## config.mk

```make
export PLATFORM = sky130hd
export DESIGN_NAME = pc_unit
export DESIGN_NICKNAME = d
export VERILOG_FILES = /design/src/rtl/pc_unit.sv
export SDC_FILE = /design/constraint.sdc
export NUM_CORES = 1
export LEC_CHECK = 0
export BUFFER_PORTS_ARGS = -buffer_cell sky130_fd_sc_hd__clkbuf_2
export CAP_MARGIN = 20
export CORE_MARGIN = 4
export CORE_UTILIZATION = 54
export CTS_CLUSTER_SIZE = 20
export DETAILED_ROUTE_END_ITERATION = 8
export PLACE_DENSITY_LB_ADDON = 0.05
export RECOVER_POWER = 50
export SYNTH_ARGS = -nofsm -noshare
export SYNTH_HDL_FRONTEND = slang
export SYNTH_SLANG_ARGS = --single-unit
```

## constraint.sdc

```tcl
create_clock -name CLK -period 4.65 [get_ports CLK]
set_input_delay 0.93 -clock CLK [delete_from_list [all_inputs] [get_ports CLK]]
set_output_delay 0.93 -clock CLK [all_outputs]
set_load 0.1 [all_outputs]
```

## src/rtl/pc_unit.sv

```systemverilog
// pc_unit: program-counter stage of the single-cycle CPU.
// Holds curPC (instruction memory address), selects the next PC
// (sequential / branch / jump / hold), stops fetch on the halt opcode
// and counts retired instructions with a saturating counter.
// Optional feature macro: PC_BOUND_CHECK_EN adds the pc_fault port and
// a FAULT state that blocks out-of-range or misaligned next-PC values.
module pc_unit #(
    parameter logic [31:0] RESET_PC  = 32'h0000_0000,
    parameter logic [5:0]  HALT_OP   = 6'b111111,
    parameter int unsigned MEM_BYTES = 68
) (
    input  logic        CLK,
    input  logic        Reset,
    input  logic        PCWre,
    input  logic [1:0]  PCSrc,
    input  logic [5:0]  op,
    input  logic [15:0] immediate,
    input  logic [25:0] jaddr,
    output logic [31:0] curPC,
    output logic [31:0] pc4,
    output logic        halted,
    output logic [31:0] instr_count
`ifdef PC_BOUND_CHECK_EN
    ,
    output logic        pc_fault
`endif
);

`ifdef PC_BOUND_CHECK_EN
    typedef enum logic [1:0] {
        S_START = 2'd0,
        S_RUN   = 2'd1,
        S_HALT  = 2'd2,
        S_FAULT = 2'd3
    } state_t;
`else
    typedef enum logic [1:0] {
        S_START = 2'd0,
        S_RUN   = 2'd1,
        S_HALT  = 2'd2
    } state_t;
`endif

    localparam logic [1:0] SRC_SEQ    = 2'b00;
    localparam logic [1:0] SRC_BRANCH = 2'b01;
    localparam logic [1:0] SRC_JUMP   = 2'b10;

    state_t      state;
    logic [31:0] pc_reg;
    logic [31:0] count_reg;
    logic        halted_reg;
    logic [31:0] branch_off;
    logic [31:0] next_pc;
    logic [31:0] count_inc;
    logic        is_halt_op;

    assign curPC       = pc_reg;
    assign instr_count = count_reg;
    assign halted      = halted_reg;

    // Sequential address and next-PC selection, purely combinational from curPC.
    always_comb begin
        pc4        = pc_reg + 32'd4;
        branch_off = {{14{immediate[15]}}, immediate, 2'b00};
        next_pc    = pc_reg;
        unique case (PCSrc)
            SRC_SEQ:    next_pc = pc4;
            SRC_BRANCH: next_pc = pc4 + branch_off;
            SRC_JUMP:   next_pc = {pc4[31:28], jaddr, 2'b00};
            default:    next_pc = pc_reg;
        endcase
    end

    // Saturating retire counter increment and halt-opcode decode.
    always_comb begin
        count_inc  = (count_reg == '1) ? count_reg : count_reg + 32'd1;
        is_halt_op = (op == HALT_OP);
    end

`ifdef PC_BOUND_CHECK_EN
    localparam logic [31:0] PC_LIMIT = 32'(MEM_BYTES);

    logic fault_reg;
    logic next_bad;

    assign pc_fault = fault_reg;

    // A next PC is rejected when it falls outside instruction memory or is not word aligned.
    always_comb begin
        next_bad = (next_pc >= PC_LIMIT) || (next_pc[1:0] != 2'b00);
    end

    // Control FSM with registered curPC, counter, halted and pc_fault.
    always_ff @(posedge CLK or negedge Reset) begin
        if (!Reset) begin
            state      <= S_START;
            pc_reg     <= RESET_PC;
            count_reg  <= '0;
            halted_reg <= 1'b0;
            fault_reg  <= 1'b0;
        end else begin
            case (state)
                S_START: state <= S_RUN;
                S_RUN: begin
                    if (PCWre) begin
                        // Halt opcode outranks a bad next PC in the same cycle.
                        if (is_halt_op) begin
                            count_reg  <= count_inc;
                            halted_reg <= 1'b1;
                            state      <= S_HALT;
                        end else if (next_bad) begin
                            fault_reg  <= 1'b1;
                            halted_reg <= 1'b1;
                            state      <= S_FAULT;
                        end else begin
                            pc_reg    <= next_pc;
                            count_reg <= count_inc;
                        end
                    end
                end
                S_HALT:  state <= S_HALT;
                S_FAULT: state <= S_FAULT;
                default: state <= S_START;
            endcase
        end
    end
`else
    logic unused_limit;

    // MEM_BYTES only matters for the bound check; keep it referenced for a clean build.
    always_comb begin
        unused_limit = (MEM_BYTES == 0);
    end

    // Control FSM with registered curPC, counter and halted.
    always_ff @(posedge CLK or negedge Reset) begin
        if (!Reset) begin
            state      <= S_START;
            pc_reg     <= RESET_PC;
            count_reg  <= '0;
            halted_reg <= 1'b0;
        end else begin
            case (state)
                S_START: state <= S_RUN;
                S_RUN: begin
                    if (PCWre) begin
                        if (is_halt_op) begin
                            count_reg  <= count_inc;
                            halted_reg <= 1'b1;
                            state      <= S_HALT;
                        end else begin
                            pc_reg    <= next_pc;
                            count_reg <= count_inc;
                        end
                    end
                end
                S_HALT:  state <= S_HALT;
                default: state <= S_START;
            endcase
        end
    end
`endif

endmodule

```

==> impl_results.md <==
- # IOs: 150
- Hold Path Depth: 1
- WL/cell: 17.93 um
- Routed WL: 16750 um
- First-pass GRT wire length: 26720 um
- Synth-to-layout area growth: 24.74%
- Slew margin rel.: 7.611%
- Top_reg_cell synth: dfrtp_1
- Crit-path slowest cell: dfrtp_4
- Startpoint Class: flop
- Hold_buf cts: 0
- Async set-reset flop share out of synthesis: 100.0%
- Setup violators final: 0
- Die span in x: 109.3 um
- Starting DRT DRC Count: 318
- Vias in the first global route: 5414
- Setup slack, reg-to-reg: 420 ps
- Max reg flops: 32
- Hold Startpoint: halted
- Hold Crit Class: reg -> reg
- Fin crit period: 4227 ps
- Worst-Margin Slew: 1386 ps
- Max stage delay on crit path: 480 ps
- Largest net degree at the start of global routing: 44
- Layout cells sized above 1: 27.34%
- Die height: 109.3 um
- Post-Syn Area: 5543 um2
- Ys Warns: 0
- Syn_area_per_cell: 8.424 um2
- Arrival @ worst endpoint: 4530 ps
- Vias per inst: 6.047
- # port buffers: 145
- Layout net count: 892
- Total Neg Setup Slack: 0 ps
- Status: completed
- FMAX: 236.6 MHz
- Clk_skew: 14.15 ps
- Core area: 9864 um2
- Synth Register Bits: 65
- RD Place Congestion: 0.9157
- Post-synth EDFFs: 0
- GRT overflow: 0
- Clock net sink count: 65
- R2R cell count: 17
- Worst-path clk slew: 80 ps
- Slew Viols, Final: 0
- Fill count: 817
- Seq/Total Area, Yosys: 29.35%
- Clock buffer count from CTS: 9
- All-Layer GR Usage: 28.56%
- Most common cell after layout, fill and taps aside: clkbuf_2
- Initial antenna violation count: 0
- CTS tree: done
- Crit Path Class: reg -> reg
- Core Rows: 36
- Max_cap viols: 0
- Critical path cell sequence: ha_4 > nand4_1 > nor3_2 > and2_1 > and3_1 > nand2_2 > xnor2_4 > ha_1 > a21o_1 > a21o_1 > a21oi_1 > nand2_1 > a311o_1 > nand2_1 > o21ai_0 > or4_1 > nand3_1
- Clock buffer depth: 2
- Total number of vias: 5648
- Synth unique cells: 70
- CP max FO: 7
- Worst r2r dst: curPC[31]
- Skew-Pair Late Insertion Delay: 360 ps
- Hold Path Sink: halted
- Drt drc: 0
- Post-DP HPWL: 13020 um
- Hold Violations, Final: 0
- Die area: 11950 um2
- RSZ-0062 raised after global routing: no
- Root buf cell: clkbuf_8
- CP delay by family, top: simple AND/OR/NAND/NOR gates
- Pre-antenna DRT Iters: 5
- Tcrit/Tclk final: 90.90%
- Worst Setup End Kind: flop
- Diodes inserted: 0
- Post-cts resize count: 0
- Post-CTS setup buffer count: 0
- Cells after synthesis: 658
- Detail Route Antenna Nets: 0
- Initial Utilization: 56.19%
- Most frequent cells in the layout: clkbuf_2 (118), nand2_1 (72), a21oi_1 (48)
- Critical Path RT: 4950 ps
- WP buf/inv: 0
- H-Tree Level Count: 3
- R2R Path Start: curPC[2]
cells in the mapped netlist (all sizes together) (4+ instances only):
library cell	instances	area, um2
a21o	15	112.6
a21oi	48	240.2
a221oi	9	78.83
a31oi	18	112.6
and2	7	47.54
and3	22	141.4
and4	5	46.29
buf	8	57.55
clkbuf	20	95.09
dfrtp	65	1627
ha	42	525.5
inv	17	63.81
nand2	76	292.8
nand3	43	220.2
nand4	17	121.4
nor2	37	138.9
nor2b	4	25.02
nor3	10	50.05
nor4	4	40.04
o21a	5	37.54
o21ai	37	185.2
o22a	4	35.03
o22ai	7	43.79
o31ai	5	37.54
xnor2	54	480.5
xor2	29	254.0
kinds of logic after synthesis:
kind of cell / Yosys count / synth area share, %
other: 1 / 0.06766
AND/OR/NAND/NOR: 236 / 21.65
XOR/XNOR: 83 / 13.25
multiplexers: 5 / 1.016
adder cells (fa/ha/maj): 43 / 9.842
AO/OA/AOI/OAI: 179 / 20.86
flip-flops: 65 / 29.35
buffers and inverters: 46 / 3.973
worst max-delay path by stage:
| stage | startpoint | endpoint | slack [ps] | depth (start not counted) |
|---|---|---|---|---|
| 4_1_cts | curPC[2] | curPC[31] | 420 | 17 |
| 2_1_floorplan | curPC[2] | curPC[31] | -40 | 19 |
| 6_report | curPC[2] | curPC[31] | 420 | 17 |
| 3_3_place_gp | curPC[2] | curPC[31] | 540 | 17 |
| 5_1_grt | curPC[11] | curPC[31] | 200 | 16 |
| 3_5_place_dp | curPC[2] | curPC[31] | 440 | 17 |
layout make-up:
type | instances | area [um2] | share of cell area [%]
tap | 133 | 166.4 | 2.407
timing repair buffer | 152 | 744.5 | 10.77
clock inverter | 6 | 66.31 | 0.9591
sequential | 65 | 1678 | 24.27
clock buffer | 10 | 137.6 | 1.991
multi-input combinational | 550 | 4054 | 58.63
inverter | 18 | 67.56 | 0.9772
stage by stage:
stage / worst slack, ps / instance area, um2 / utilization (%) / std cells / hold WS, ps
after global routing: 200.9 / 6914 / 70.09 / 934 / 510.4
after floorplan: -39.94 / 5948 / - / 661 / 521.8
after global placement: 536.5 / 6744 / 68.37 / 918 / 454.2
final: 423.3 / 6914 / 70.09 / 934 / 473.5
after CTS: 422.8 / 6948 / 70.43 / 934 / 476.8
after detailed placement: 436.7 / 6744 / 68.37 / 918 / 459.9
metal layers:
layer,wire length [um],up-vias,GRT usage [%]
met5,0,-,0
met4,230,0,8.638
met3,1263,21,5.050
met2,7895,228,46.32
met1,7359,2728,39.25
li1,-,2671,-
Power is left out: the tool's default activity adds up to more than one toggle a clock period on the data nets, which glitch-free logic cannot reach.
